File: config.mk
export PLATFORM = sky130hd
export DESIGN_NAME = exec_sequencer
export DESIGN_NICKNAME = d
export VERILOG_FILES = /design/src/rtl/exec_sequencer.sv
export SDC_FILE = /design/constraint.sdc
export NUM_CORES = 1
export LEC_CHECK = 0
export CORE_MARGIN = 1.5
export CORE_UTILIZATION = 44
export DETAILED_ROUTE_END_ITERATION = 16
export GPL_TIMING_DRIVEN = 0
export PLACE_DENSITY = 0.83
export SYNTH_ARGS = -nofsm -noshare
export SYNTH_HDL_FRONTEND = slang
export SYNTH_SLANG_ARGS = --single-unit
export TNS_END_PERCENT = 30
File: constraint.sdc
create_clock -name clk -period 2.05 [get_ports clk]
set_input_delay 0.615 -clock clk [delete_from_list [all_inputs] [get_ports clk]]
set_output_delay 0.615 -clock clk [all_outputs]
set_load 0.02 [all_outputs]
File: src/rtl/exec_sequencer.sv
// Multi-cycle instruction sequencer: FETCH/DECODE/EXEC/MEM/WB with memory timeout fault.
// Define SINGLE_STEP_EN to add a 'step' port; each step pulse then runs exactly one instruction.
module exec_sequencer #(
    parameter int PC_W        = 8,
    parameter int MEM_TIMEOUT = 15
) (
    input  logic            clk,
    input  logic            rst,
    input  logic            run,
`ifdef SINGLE_STEP_EN
    input  logic            step,
`endif
    output logic [PC_W-1:0] imem_addr,
    input  logic [15:0]     imem_data,
    output logic [15:0]     inst,
    input  logic            dec_jump,
    input  logic            dec_load,
    input  logic            dec_store,
    input  logic            dec_write,
    input  logic [PC_W-1:0] jmp_target,
    output logic            mem_req,
    output logic            mem_we,
    input  logic            mem_ack,
    output logic            reg_we,
    output logic [PC_W-1:0] pc,
    output logic [2:0]      state,
    output logic [15:0]     instr_cnt,
    output logic            halted,
    output logic            fault
);

    localparam int WAIT_W = (MEM_TIMEOUT > 1) ? $clog2(MEM_TIMEOUT + 1) : 1;

    typedef enum logic [2:0] {
        S_IDLE   = 3'd0,
        S_FETCH  = 3'd1,
        S_DECODE = 3'd2,
        S_EXEC   = 3'd3,
        S_MEM    = 3'd4,
        S_WB     = 3'd5,
        S_HALT   = 3'd6
    } state_t;

    state_t            r_state;
    logic [PC_W-1:0]   r_pc;
    logic [15:0]       r_inst;
    logic [15:0]       r_cnt;
    logic              r_fault;
    logic [WAIT_W-1:0] r_wait;

    state_t            w_next;
    logic              w_memReq;
    logic              w_memWe;
    logic              w_regWe;
    logic              w_leaveWb;
    logic              w_timeout;
    logic              w_start;

`ifdef SINGLE_STEP_EN
    assign w_start = step;
`else
    assign w_start = run;
`endif

    // A simultaneous load+store is treated as a store: no register write-back.
    always_comb begin
        w_next    = r_state;
        w_memReq  = 1'b0;
        w_memWe   = 1'b0;
        w_regWe   = 1'b0;
        w_leaveWb = 1'b0;
        w_timeout = 1'b0;
        case (r_state)
            S_IDLE:   if (w_start) w_next = S_FETCH;
            S_FETCH:  w_next = S_DECODE;
            S_DECODE: w_next = (r_inst == 16'hFFFF) ? S_HALT : S_EXEC;
            S_EXEC:   w_next = (dec_load || dec_store) ? S_MEM : S_WB;
            S_MEM: begin
                w_memReq = 1'b1;
                w_memWe  = dec_store;
                if (mem_ack) begin
                    w_next = S_WB;
                end else if (r_wait == WAIT_W'(MEM_TIMEOUT - 1)) begin
                    w_next    = S_HALT;
                    w_timeout = 1'b1;
                end
            end
            S_WB: begin
                w_regWe   = (dec_write || dec_load) && !dec_store;
                w_leaveWb = 1'b1;
`ifdef SINGLE_STEP_EN
                w_next    = S_IDLE;
`else
                w_next    = S_FETCH;
`endif
            end
            S_HALT:   w_next = S_HALT;
            default:  w_next = S_IDLE;
        endcase
    end

    always_ff @(posedge clk) begin
        if (rst) begin
            r_state <= S_IDLE;
            r_pc    <= '0;
            r_inst  <= '0;
            r_cnt   <= '0;
            r_fault <= 1'b0;
            r_wait  <= '0;
        end else begin
            r_state <= w_next;
            if (r_state == S_FETCH) begin
                r_inst <= imem_data;
            end
            // Wait counter only runs while a memory access is outstanding.
            if (r_state == S_MEM && !mem_ack) begin
                r_wait <= r_wait + WAIT_W'(1);
            end else begin
                r_wait <= '0;
            end
            if (w_timeout) begin
                r_fault <= 1'b1;
            end
            if (w_leaveWb) begin
                r_pc  <= dec_jump ? jmp_target : r_pc + PC_W'(1);
                r_cnt <= (r_cnt == 16'hFFFF) ? r_cnt : r_cnt + 16'd1;
            end
        end
    end

    assign imem_addr = r_pc;
    assign pc        = r_pc;
    assign inst      = r_inst;
    assign instr_cnt = r_cnt;
    assign state     = r_state;
    assign fault     = r_fault;
    assign halted    = (r_state == S_HALT);
    assign mem_req   = w_memReq;
    assign mem_we    = w_memWe;
    assign reg_we    = w_regWe;

endmodule
* Word level (Yosys, flattened, before mapping)
Cells that the tools add are included.
** Word-level totals
- Word-level logic and storage cells :: 46
- Input port bits :: 32
- Output and inout bits :: 56
- Flip-flop bits (word level) :: 48
** Operators by class
- Add/sub/neg operators :: 3
- Muxes and demuxes :: 14
- Reduce and logical (&&, ||, !) cells :: 10
- Bitwise gates (word level) :: 2
- Eq/ne operators :: 11
** Operators by type and width (count)
- $eq A16 B16 Y1 const B :: 2
- $pmux W3 S7 :: 1
- $add A16 B1 Y16 const B :: 1
- $mux W3 :: 4
- $eq A3 B3 Y1 const B :: 3
- $add A8 B1 Y8 const B :: 1
- $mux W1 :: 8
- $mux W8 :: 1
- $eq A3 B2 Y1 const B :: 2
- $add A4 B1 Y4 const B :: 1
- $eq A4 B4 Y1 const B :: 1
- $reduce_and A2 Y1 :: 2
- $eq A3 B1 Y1 const B :: 1
- $logic_not A3 Y1 :: 1
- $ne A3 B3 Y1 const B :: 1
- $logic_and A1 B1 Y1 :: 2
- $logic_not A1 Y1 :: 2
- $logic_or A1 B1 Y1 :: 2
- $ne A2 B2 Y1 const B :: 1
- $not A1 Y1 :: 2
- $reduce_or A2 Y1 :: 1

* Logic depth before layout (Yosys ltp)
Gate-level depths: netlist of run 1.
- Word-level depth :: 4
- Mapped depth :: 7
- Gate-level depth less buffers :: 6

* Worst setup path after synthesis of run 1
Ideal clock, no wire load.
- Kind :: register to output
- From :: register r_state[2] (netlist: state[2])
- To :: output reg_we
- Cell stages (with the launch flop) :: 4
- Slack :: -90 ps
- Data arrival time :: 1525 ps
- Buffers on the path :: 1
- Required time :: 1435 ps
- Path through :: dfxtp_1 -> clkbuf_1 -> nand3b_1 -> nor3_1
** On the way
- Word-level cells in the longest chain between the ends :: 2
** RTL lines
- start, declared :: line 44 : state_t r_state;
- start signal, assigned :: line 111 : r_state <= w_next;
- $eq A3 B3 Y1 :: line 73 : case (r_state)
- $mux W1 :: line 73
- end, declared :: line 24 : output logic reg_we,
No other way between the ends.

* Worst setup path after layout of run 1
- From :: register r_pc[3] (netlist: imem_addr[3])
- To :: output pc[3]
** RTL lines
- start, declared :: line 45 : logic [PC_W-1:0] r_pc;
- start signal, assigned :: line 125 : r_pc <= dec_jump ? jmp_target : r_pc + PC_W'(1);
- end, declared :: line 25 : output logic [PC_W-1:0] pc,
No word-level cell between the ends.

==> results of run 1 <==
==> layout make-up <==
type,count,area share [%]
Clock buffer,7,2.79
Buffer,25,4.32
Inverter,5,0.544
Multi-Input combinational cell,216,36.3
Tap cell,70,2.54
Timing Repair Buffer,89,25.1
Sequential cell,48,28.3
==> flip-flops by register name, indices dropped and copies added, names as in the netlist <==
name	cells
r_wait	4
inst	16
imem_addr	8
fault	1
instr_cnt	16
state	3
==> path summary, 6_finish.rpt <==
path                startpoint            end  cells past startpoint
hold reg to reg      r_wait[0]      r_wait[0]                      1
hold / removal       r_wait[0]      r_wait[0]                      1
setup / recovery  imem_addr[3]          pc[3]                      2
setup reg to reg  instr_cnt[1]  instr_cnt[14]                      5
==> worst max-delay path: stages, from the launching register on <==
cell	delay, ns
sky130_fd_sc_hd__dfxtp_4	0.40
sky130_fd_sc_hd__buf_4	0.11
sky130_fd_sc_hd__clkdlybuf4s50_1	0.58
==> logic make-up after synthesis <==
family / share of synthesized area, %
simple gates: 28.9
xor+xnor: 1.12
buf+inv: 6.39
mux: 1.76
compound gates: 18.8
flops: 40.9
fa+ha+maj: 2.13
==> power breakdown <==
part,switching (mW),total (mW),internal (mW)
Combinational,0.175,0.340,0.165
Clock,0.307,0.608,0.301
Sequential,0.0286,0.993,0.965
Total,0.511,1.94,1.43
==> stage by stage <==
| stage | power (mW) | util (%) | setup TNS, ns |
|---|---|---|---|
| floorplan | 1.18 | - | 0 |
| global placement | 1.34 | 64.1 | -1.29 |
| detailed placement | 1.34 | 64.1 | -1.34 |
| CTS | 1.93 | 66.2 | -0.00456 |
| global route | 2.03 | 67.1 | -0.0544 |
| finish | 1.94 | 67.1 | 0 |
==> repair_timing <==
| action | in CTS | in global routing |
|---|---|---|
| pin swaps | 2 | 2 |
| buffers inserted | 1 | 3 |
| hold endpoints to repair | 0 | 0 |
| resized for setup | 24 | 28 |
| setup endpoints to repair | 12 | 19 |
==> placed cells by master (no fill, tap or decap), types with 4 or more instances in the layout <==
cell type / netlist / layout
sky130_fd_sc_hd__nand2_1: 45 / 45
sky130_fd_sc_hd__nand4_1: 11 / 11
sky130_fd_sc_hd__buf_4: 9 / 21
sky130_fd_sc_hd__o31ai_1: 8 / 8
sky130_fd_sc_hd__a21oi_1: 36 / 36
sky130_fd_sc_hd__clkbuf_1: 13 / 11
sky130_fd_sc_hd__o21ai_0: 12 / 12
sky130_fd_sc_hd__or4_1: 7 / 7
sky130_fd_sc_hd__clkdlybuf4s50_1: 0 / 67
sky130_fd_sc_hd__dfxtp_2: 0 / 7
sky130_fd_sc_hd__or3_1: 7 / 7
sky130_fd_sc_hd__nor2_1: 20 / 20
sky130_fd_sc_hd__clkbuf_8: 0 / 7
sky130_fd_sc_hd__inv_1: 4 / 4
sky130_fd_sc_hd__dlymetal6s2s_1: 0 / 6
sky130_fd_sc_hd__nand3_1: 14 / 14
sky130_fd_sc_hd__dfxtp_1: 48 / 39
==> layer usage <==
metal  track usage, %  share of wire, %  routed length (um)
met1             27.3                41                2810
met2             39.4                50                3380
met3             7.78               8.0                 545
met4             8.15               1.2                  79
met5                0                 0                   0
==> results.rst, run 1 <==
.. list-table::
   :header-rows: 1

   * - Metric
     - Value
   * - Pre-antenna DRT Iters
     - 5
   * - Number of inserted diodes
     - 0
   * - Post-route cell area
     - 0.00345 sq mm
   * - Gpl congestion
     - 0.853
   * - Post-synthesis cell type count
     - 46
   * - Top cell type by total area after synthesis
     - sky130_fd_sc_hd__dfxtp_1
   * - Nature of the critical path endpoint
     - output pin
   * - Growth of design area from synthesis to finish
     - 46.8%
   * - Pwr dens
     - between 500 and 600 mW/mm^2
   * - Data required time of the worst path
     - 1.43 ns
   * - DP Worst Slack
     - -0.531 ns
   * - First-pass GRT wire length
     - 11000 um
   * - Clock Latency Late Sink
     - 0.30 ns
   * - Number of synthesized register bits
     - between 40 and 50
   * - Register-to-register setup slack
     - roughly 0.14 ns
   * - Total placed instance area
     - 0.00329 sq mm
   * - Overflow left after global routing
     - 0
   * - Count of port buffers added during placement
     - 85
   * - Setup crit start kind
     - flip-flop
   * - Setup WS post-layout
     - 0.0395 ns
   * - Cell area after synthesis
     - 0.00235 sq mm
   * - Worst slew pin tran
     - 0.700 ns
   * - Fraction of final layout cells sized beyond drive strength 1
     - 14.4%
   * - Fin. max-slew vios
     - 0
   * - Worst clock skew
     - 0.00797 ns
   * - Cell types occupying the most area after synthesis
     - sky130_fd_sc_hd__dfxtp_1 41%, sky130_fd_sc_hd__a21oi_1 7.7%, sky130_fd_sc_hd__nand2_1 7.2%
   * - Share of the cycle needed by the critical path after routing
     - 98.1%
   * - Portion of synthesized cell area occupied by the leading cell type
     - 40.9%
   * - Min-Delay Path Class
     - reg2reg
   * - Gate Count Post-Synth
     - 294
   * - CTS H-tree lvls
     - 2
   * - Total of fill cells in the finished design
     - between 400 and 500
   * - Iter 0 DRT Violations
     - 127
   * - Horizontal die dimension
     - 76.1 um
   * - Effective utilization at floorplan
     - 45.7%
   * - Clock transition time at the flip-flop clock pins of the worst setup and hold paths
     - 0.08 ns
   * - DR DRC count
     - 0
   * - Highest ir drop seen on vdd
     - 0.273 mV
   * - Height of the chip
     - 76.1 um
   * - Initial antenna violation count
     - 0
   * - Final nets
     - 426
   * - Yosys warning total
     - 0
   * - Remaining max-slew budget at the tightest pin
     - 52.7%
   * - Number of placement rows
     - 26
   * - TritonCTS clock tree
     - built
   * - Number of antenna-violating nets in the routed design
     - 0
   * - Number of cells after detailed placement
     - approximately 450
   * - Net Count, Synth
     - 330
   * - Routed wire per std cell
     - 14.8 um
   * - Sink count of the clock tree
     - 48
   * - Final number of setup-violating endpoints
     - 0
   * - Largest net degree at the start of global routing
     - 14
   * - Data arrival time at the worst-slack endpoint
     - 1.40 ns
   * - Predominant post-synthesis flop cell
     - sky130_fd_sc_hd__dfxtp_1
   * - Boundary Pins
     - a little under 90
   * - Mean instance size in the synthesized netlist
     - 7.99 sq um
   * - Overall die area
     - 0.00579 sq mm
   * - Maximum root-to-sink buffer count
     - 2
   * - Top cell types by occurrence after synthesis
     - 48 x sky130_fd_sc_hd__dfxtp_1, 45 x sky130_fd_sc_hd__nand2_1, 36 x sky130_fd_sc_hd__a21oi_1
   * - Unrepaired setup endpoints after global routing
     - yes
   * - Category of the most critical setup path
     - reg2out
   * - Final Instance Count excl. Fillers
     - 460
   * - Outcome
     - finished, final reports clean
   * - GRT Util Overall
     - 23.2%
   * - CP max FO
     - 9
   * - Area of the core
     - 0.00514 sq mm
   * - Number of buffers created by CTS
     - 5
   * - Static leakage
     - 1.30 nW
   * - Quantity of hold-fixing buffers added after cts
     - 0
   * - Sum of net half-perimeters after detailed placement
     - 4800 um
   * - Total Wirelength
     - 6820 um
   * - Area of the multi-input gates
     - approximately 0.0013 sq mm
   * - Synth async-reset ratio
     - 0%
   * - CTS root buf
     - sky130_fd_sc_hd__clkbuf_8
   * - Max Cap Viol
     - 0
   * - Shortest period the worst path allows
     - 2.01 ns
   * - Upper clock frequency limit
     - around 500 MHz
   * - Post-synth EDFFs
     - 0
   * - Most frequent cell after synthesis
     - sky130_fd_sc_hd__dfxtp_1
   * - Worst hold slack
     - 0.477 ns
   * - Vias in the first global route
     - 2364
   * - Total vias in the final route
     - between 2000 and 3000
   * - Via density per instance
     - 5.55
   * - Final hold violation count
     - 0
   * - Area of all sequential standard cells
     - 977 sq um
   * - Sequential area share after synthesis
     - about two fifths
Note: power is estimated with default switching activity, not from simulation.
==> inputs of run 2 (changes only) <==
--- a/config.mk
+++ b/config.mk
@@ -11,3 +11,3 @@
 export GPL_TIMING_DRIVEN = 0
-export PLACE_DENSITY = 0.83
+export PLACE_DENSITY = 0.8
 export SYNTH_ARGS = -nofsm -noshare
==> constraint.sdc (replaced) <==
create_clock -name clk -period 2.05 [get_ports clk]
set_input_delay 0.41 -clock clk [delete_from_list [all_inputs] [get_ports clk]]
set_output_delay 0.41 -clock clk [all_outputs]
set_load 0.02 [all_outputs]
==> results.rst, run 2 (synthesis gave the netlist of run 1 again) <==
.. list-table::
   :header-rows: 1

   * - Metric
     - Value
   * - Gpl congestion
     - 0.846
   * - Total vias in the final route
     - roughly 2500
   * - Commonest cells after routing, fill and taps aside
     - 81 x sky130_fd_sc_hd__clkdlybuf4s50_1, 46 x sky130_fd_sc_hd__dfxtp_1, 45 x sky130_fd_sc_hd__nand2_1, 36 x sky130_fd_sc_hd__a21oi_1, 20 x sky130_fd_sc_hd__nor2_1
   * - Horizontal die dimension
     - ~76 um
   * - TritonCTS clock tree
     - built
   * - Reg2reg path depth
     - 5
   * - Outcome
     - finished, final reports clean
   * - Worst clock skew
     - 0.00525 ns
   * - Static leakage
     - 1.16 nW
   * - Quantity of hold-fixing buffers added after cts
     - 0
   * - Overflow left after global routing
     - 0
   * - Post-route core utilization
     - 66.3%
   * - Remaining max-slew budget at the tightest pin
     - 53.3%
   * - Category of the most critical setup path
     - reg2out
   * - Largest net degree at the start of global routing
     - 16
   * - First-pass GRT wire length
     - 10600 um
   * - Pwr dens
     - 592 mW/mm^2
   * - Boundary Pins
     - 88
   * - Number of cells after detailed placement
     - 449
   * - Fin. max-slew vios
     - 0
   * - DR DRC count
     - 0
   * - GRT Util Overall
     - 22.1%
   * - Worst slew pin tran
     - 0.691 ns
   * - DP Worst Slack
     - -0.289 ns
   * - Highest ir drop seen on vdd
     - 0.326 mV
   * - Final nets
     - 423
   * - Worst hold path depth
     - 1
   * - Number of buffers created by CTS
     - 5
   * - Worst hold slack
     - 0.466 ns
   * - CTS H-tree lvls
     - 2
   * - Unrepaired setup endpoints after global routing
     - no
   * - Count of port buffers added during placement
     - 85
   * - Sum of net half-perimeters after detailed placement
     - 4680 um
   * - Area of the core
     - just over 0.005 sq mm
   * - Maximum root-to-sink buffer count
     - 2
   * - Effective utilization at floorplan
     - 45.7%
   * - CTS root buf
     - sky130_fd_sc_hd__clkbuf_8
   * - Routed wire per std cell
     - 14.0 um
   * - Nature of the critical path endpoint
     - output pin
   * - Setup WS post-layout
     - around 0.10 ns
   * - Max Cap Viol
     - 0
   * - Via density per instance
     - approximately 5.5
   * - Number of antenna-violating nets in the routed design
     - 0
   * - Vias in the first global route
     - 2193
   * - Growth of design area from synthesis to finish
     - 45.0%
   * - Setup crit start kind
     - flip-flop
   * - Fraction of final layout cells sized beyond drive strength 1
     - 9.28%
   * - Number of inserted diodes
     - 0
   * - Number of placement rows
     - 26
   * - Pre-antenna DRT Iters
     - 4
   * - Total Wirelength
     - 6430 um
   * - Most common library cell in the layout ignoring fill and taps
     - sky130_fd_sc_hd__clkdlybuf4s50_1
   * - Sink count of the clock tree
     - 48
   * - Shortest period the worst path allows
     - between 1.5 and 2 ns
   * - Clock transition time at the flip-flop clock pins of the worst setup and hold paths
     - 0.09 ns
   * - Initial antenna violation count
     - 0
   * - Clock Latency Late Sink
     - 0.31 ns
   * - CP max FO
     - 10
   * - Final hold violation count
     - 0
   * - Data required time of the worst path
     - ~1.6 ns
   * - Height of the chip
     - ~76 um
   * - Overall die area
     - 0.00579 sq mm
   * - Share of the cycle needed by the critical path after routing
     - 94.9%
   * - Register-to-register setup slack
     - 0.14 ns
   * - Upper clock frequency limit
     - 514 MHz
   * - Min-Delay Path Class
     - reg2reg
   * - Data arrival time at the worst-slack endpoint
     - 1.54 ns
   * - Final Instance Count excl. Fillers
     - 458
   * - Iter 0 DRT Violations
     - 125
   * - Final number of setup-violating endpoints
     - 0
-- run 2: through the flow --
step | TNS, ns | total power, mW | instance area [sq um]
final | 0 | 2.02 | 3410
after global routing | 0 | 2.11 | 3410
after CTS | 0 | 2.03 | 3410
after detailed placement | -0.337 | 1.34 | 3290
after global placement | -0.375 | 1.34 | 3290
after floorplan | 0 | 1.18 | 2350
-- run 2: critical path, stage by stage (launching register included) --
cell	delay (ns)
sky130_fd_sc_hd__dfxtp_1	0.41
sky130_fd_sc_hd__clkbuf_2	0.25
sky130_fd_sc_hd__nor2_1	0.07
sky130_fd_sc_hd__and3_1	0.18
sky130_fd_sc_hd__dlygate4sd2_1	0.32
-- run 2: per-layer routing --
| metal | GRT usage, % | routed length, um | part of all wire (%) | vias up |
|---|---|---|---|---|
| li1 | - | - | - | 1250 |
| met5 | 0 | 0 | 0 | - |
| met1 | 27.5 | 2770 | 43 | 1155 |
| met4 | 5.00 | 51 | 0.79 | 0 |
| met2 | 37.2 | 3030 | 47 | 103 |
| met3 | 7.43 | 578 | 9.0 | 8 |
-- run 2: repair_timing --
| item | 4_1_cts | 5_1_grt |
|---|---|---|
| pin swaps | 1 | 0 |
| gates resized for setup | 9 | 4 |
| setup endpoints to repair | 4 | 3 |
| buffers inserted | 1 | 0 |
-- run 2: worst paths after layout --
kind	start	endpoint
hold reg to reg	r_wait[0]	r_wait[0]
setup reg to reg	instr_cnt[1]	instr_cnt[14]
hold / removal	r_wait[0]	r_wait[0]
setup / recovery	state[1]	mem_we
-- run 2: power by group --
part	switching, mW	leakage (nW)	internal, mW	total (mW)
clock network	0.335	0.0541	0.361	0.696
registers	0.0264	0.390	0.966	0.992
logic	0.173	0.717	0.157	0.331
-- run 2: area by class of cell --
cell class / count / area (sq um)
clock inverter: 3 / 42.5
timing repair buffer: 86 / 850
inverter: 5 / 18.8
tap: 70 / 87.6
buffer: 25 / 136
sequential: 48 / 963
multi-input combinational: 216 / 1240
fill: 474 / 1730
clock buffer: 5 / 68.8
==> inputs of run 3 (changes only) <==
CORE_UTILIZATION = 46   (was 44)
CTS_BUF_LIST = sky130_fd_sc_hd__clkbuf_2 sky130_fd_sc_hd__clkbuf_4 sky130_fd_sc_hd__clkbuf_8   (was default)
PLACE_DENSITY = 0.83   (was 0.8)
==> results.rst, run 3 (synthesis gave the netlist of run 1 again) <==
.. list-table::
   :header-rows: 1

   * - Metric
     - Value
   * - End point of the worst hold path
     - r_wait[0]
   * - First-pass GRT wire length
     - between 9000 and 10000 um
   * - Sink count of the clock tree
     - 48
   * - Growth of design area from synthesis to finish
     - 46.0%
   * - GRT Util Overall
     - between 20 and 25%
   * - CTS root buf
     - sky130_fd_sc_hd__clkbuf_8
   * - Sum of net half-perimeters after detailed placement
     - 4650 um
   * - Startpoint of the lowest-slack register-to-register path
     - instr_cnt[0]
   * - Quantity of hold-fixing buffers added after cts
     - 0
   * - Fin. max-slew vios
     - 0
   * - Worst clock skew
     - 0.0104 ns
   * - Pre-antenna DRT Iters
     - 4
   * - Vias in the first global route
     - 2218
   * - Effective utilization at floorplan
     - between 40% and 50%
   * - Clock transition time at the flip-flop clock pins of the worst setup and hold paths
     - ~0.1 ns
   * - Upper clock frequency limit
     - slightly above 500 MHz
   * - Number of inserted diodes
     - 0
   * - Startpoint of the worst hold path
     - r_wait[0]
   * - Remaining max-slew budget at the tightest pin
     - 48.8%
   * - Worst hold path depth
     - 1
   * - Largest net degree at the start of global routing
     - 17
   * - Routed wire per std cell
     - 14.0 um
   * - Overflow left after global routing
     - 0
   * - Routed wire length on met3
     - between 400 and 500 um
   * - Final number of setup-violating endpoints
     - 0
   * - Number of buffers created by CTS
     - 5
   * - Area of the core
     - 0.00482 sq mm
   * - Post-route cell area
     - 0.00343 sq mm
   * - Count of port buffers added during placement
     - 85
   * - Reg2reg path depth
     - 5
   * - Overall die area
     - 0.00555 sq mm
   * - Top routing layer in use
     - met4
   * - Data required time of the worst path
     - about 1.6 ns
   * - Initial antenna violation count
     - 0
   * - Pwr dens
     - about 630 mW/mm^2
   * - Setup crit start kind
     - flip-flop
   * - Category of the most critical setup path
     - reg2out
   * - Total vias in the final route
     - between 2000 and 3000
   * - Total Wirelength
     - 6370 um
   * - Fraction of final layout cells sized beyond drive strength 1
     - 9.28%
   * - Post-Route M1 WL
     - 2820 um
   * - Final hold violation count
     - 0
   * - Via density per instance
     - 5.53
   * - Share of the cycle needed by the critical path after routing
     - between 90 and 100%
   * - Final-layout setup total negative slack
     - 0 ns
   * - Sum of met2 wire segment lengths after detailed routing
     - 3030 um
   * - Shortest period the worst path allows
     - approximately 2 ns
   * - Reg-to-Reg End
     - instr_cnt[14]
   * - Min-Delay Path Class
     - reg2reg
   * - Nature of the critical path endpoint
     - output pin
   * - TritonCTS clock tree
     - built
   * - CTS H-tree lvls
     - 2
   * - Highest ir drop seen on vdd
     - approximately 0.47 mV
   * - Data arrival time at the worst-slack endpoint
     - 1.56 ns
   * - DR DRC count
     - 0
   * - Area of all sequential standard cells
     - ~960 sq um
   * - Gpl congestion
     - 0.910
   * - Area of the multi-input gates
     - between 0.001 and 0.0015 sq mm
   * - Iter 0 DRT Violations
     - 169
   * - Number of placement rows
     - 25
   * - Outcome
     - finished, final reports clean
   * - Total placed instance area
     - 0.00328 sq mm
   * - Unrepaired setup endpoints after global routing
     - no
   * - Horizontal die dimension
     - 74.5 um
   * - Static leakage
     - 1.17 nW
   * - CP max FO
     - 9
   * - Commonest cells after routing, fill and taps aside
     - 81 x sky130_fd_sc_hd__clkdlybuf4s50_1, 46 x sky130_fd_sc_hd__dfxtp_1, 45 x sky130_fd_sc_hd__nand2_1, 36 x sky130_fd_sc_hd__a21oi_1, 20 x sky130_fd_sc_hd__nor2_1
   * - Boundary Pins
     - 88
   * - Register-to-register setup slack
     - 0.21 ns
   * - Max Cap Viol
     - 0
   * - Final nets
     - about 420
   * - Number of antenna-violating nets in the routed design
     - 0
   * - Total of fill cells in the finished design
     - 412
   * - Most common library cell in the layout ignoring fill and taps
     - sky130_fd_sc_hd__clkdlybuf4s50_1
   * - Clock Latency Late Sink
     - ~0.3 ns
   * - Maximum root-to-sink buffer count
     - 2
   * - Height of the chip
     - 74.5 um
   * - Worst slew pin tran
     - 0.757 ns
   * - Power consumption
     - 2.15 mW
[run 3: changes by cell type in the layout (fill, tap and decap cells not counted)]
cell	previous run	this run
sky130_fd_sc_hd__dlygate4sd2_1	3	2
sky130_fd_sc_hd__clkinvlp_4	1	0
sky130_fd_sc_hd__bufinv_16	1	2
sky130_fd_sc_hd__clkdlybuf4s15_1	0	1
sky130_fd_sc_hd__clkinv_2	1	0
sky130_fd_sc_hd__clkbuf_4	1	0
sky130_fd_sc_hd__buf_2	3	4
sky130_fd_sc_hd__inv_6	0	1
[run 3: per-layer routing]
| layer | up-vias | track usage, % |
|---|---|---|
| met1 | 1161 | 31.0 |
| met3 | 5 | 4.34 |
| met5 | - | 0 |
| met4 | 0 | 5.86 |
| li1 | 1250 | - |
| met2 | 98 | 37.5 |
[run 3: worst max-delay path by stage]
stage	startpoint	cells after the start	to	slack (ns)
finish	imem_addr[3]	2	pc[3]	0.08
global route	state[2]	4	mem_req	0.001
CTS	state[2]	4	reg_we	0.02
detailed placement	state[2]	4	reg_we	-0.32
global placement	state[2]	4	reg_we	-0.27
floorplan	state[2]	3	reg_we	0.12
[run 3: power by group]
part / switching, mW / internal, mW
Sequential: 0.0260 / 0.966
Combinational: 0.172 / 0.157
Clock: 0.339 / 0.491
Total: 0.537 / 1.61
[run 3: critical path: stages, from the launching register on]
cell and delay (ns):
sky130_fd_sc_hd__dfxtp_1 0.50, sky130_fd_sc_hd__buf_4 0.16, sky130_fd_sc_hd__clkdlybuf4s50_1 0.59
[run 3: through the flow]
| stage | setup WS [ns] | std cells | util [%] | hold slack, ns |
|---|---|---|---|---|
| detailed placement | -0.320 | 446 | 68.2 | 0.453 |
| floorplan | 0.115 | 294 | - | 0.430 |
| global route | 0.00103 | 455 | 71.2 | 0.494 |
| global placement | -0.274 | 446 | 68.2 | 0.444 |
| finish | 0.0836 | 455 | 71.2 | 0.470 |
| CTS | 0.0202 | 455 | 71.1 | 0.475 |
[run 3: final cells by class]
type / count / share of cell area, %
inverters: 5 / 0.547
well taps: 67 / 2.44
clock inverters: 3 / 2.01
repair buffers: 86 / 24.8
plain buffers: 25 / 3.90
clock buffers: 5 / 2.01
flip-flops and latches: 48 / 28.1
multi-input cells: 216 / 36.2
[run 3: timing repair]
item / 4_1_cts / 5_1_grt
setup endpoints to repair: 4 / 3
pin swaps: 1 / 0
cloned: 0 / 0
resized for setup: 6 / 8
endpoints found under the hold margin: 0 / 0
setup buffers: 1 / 0
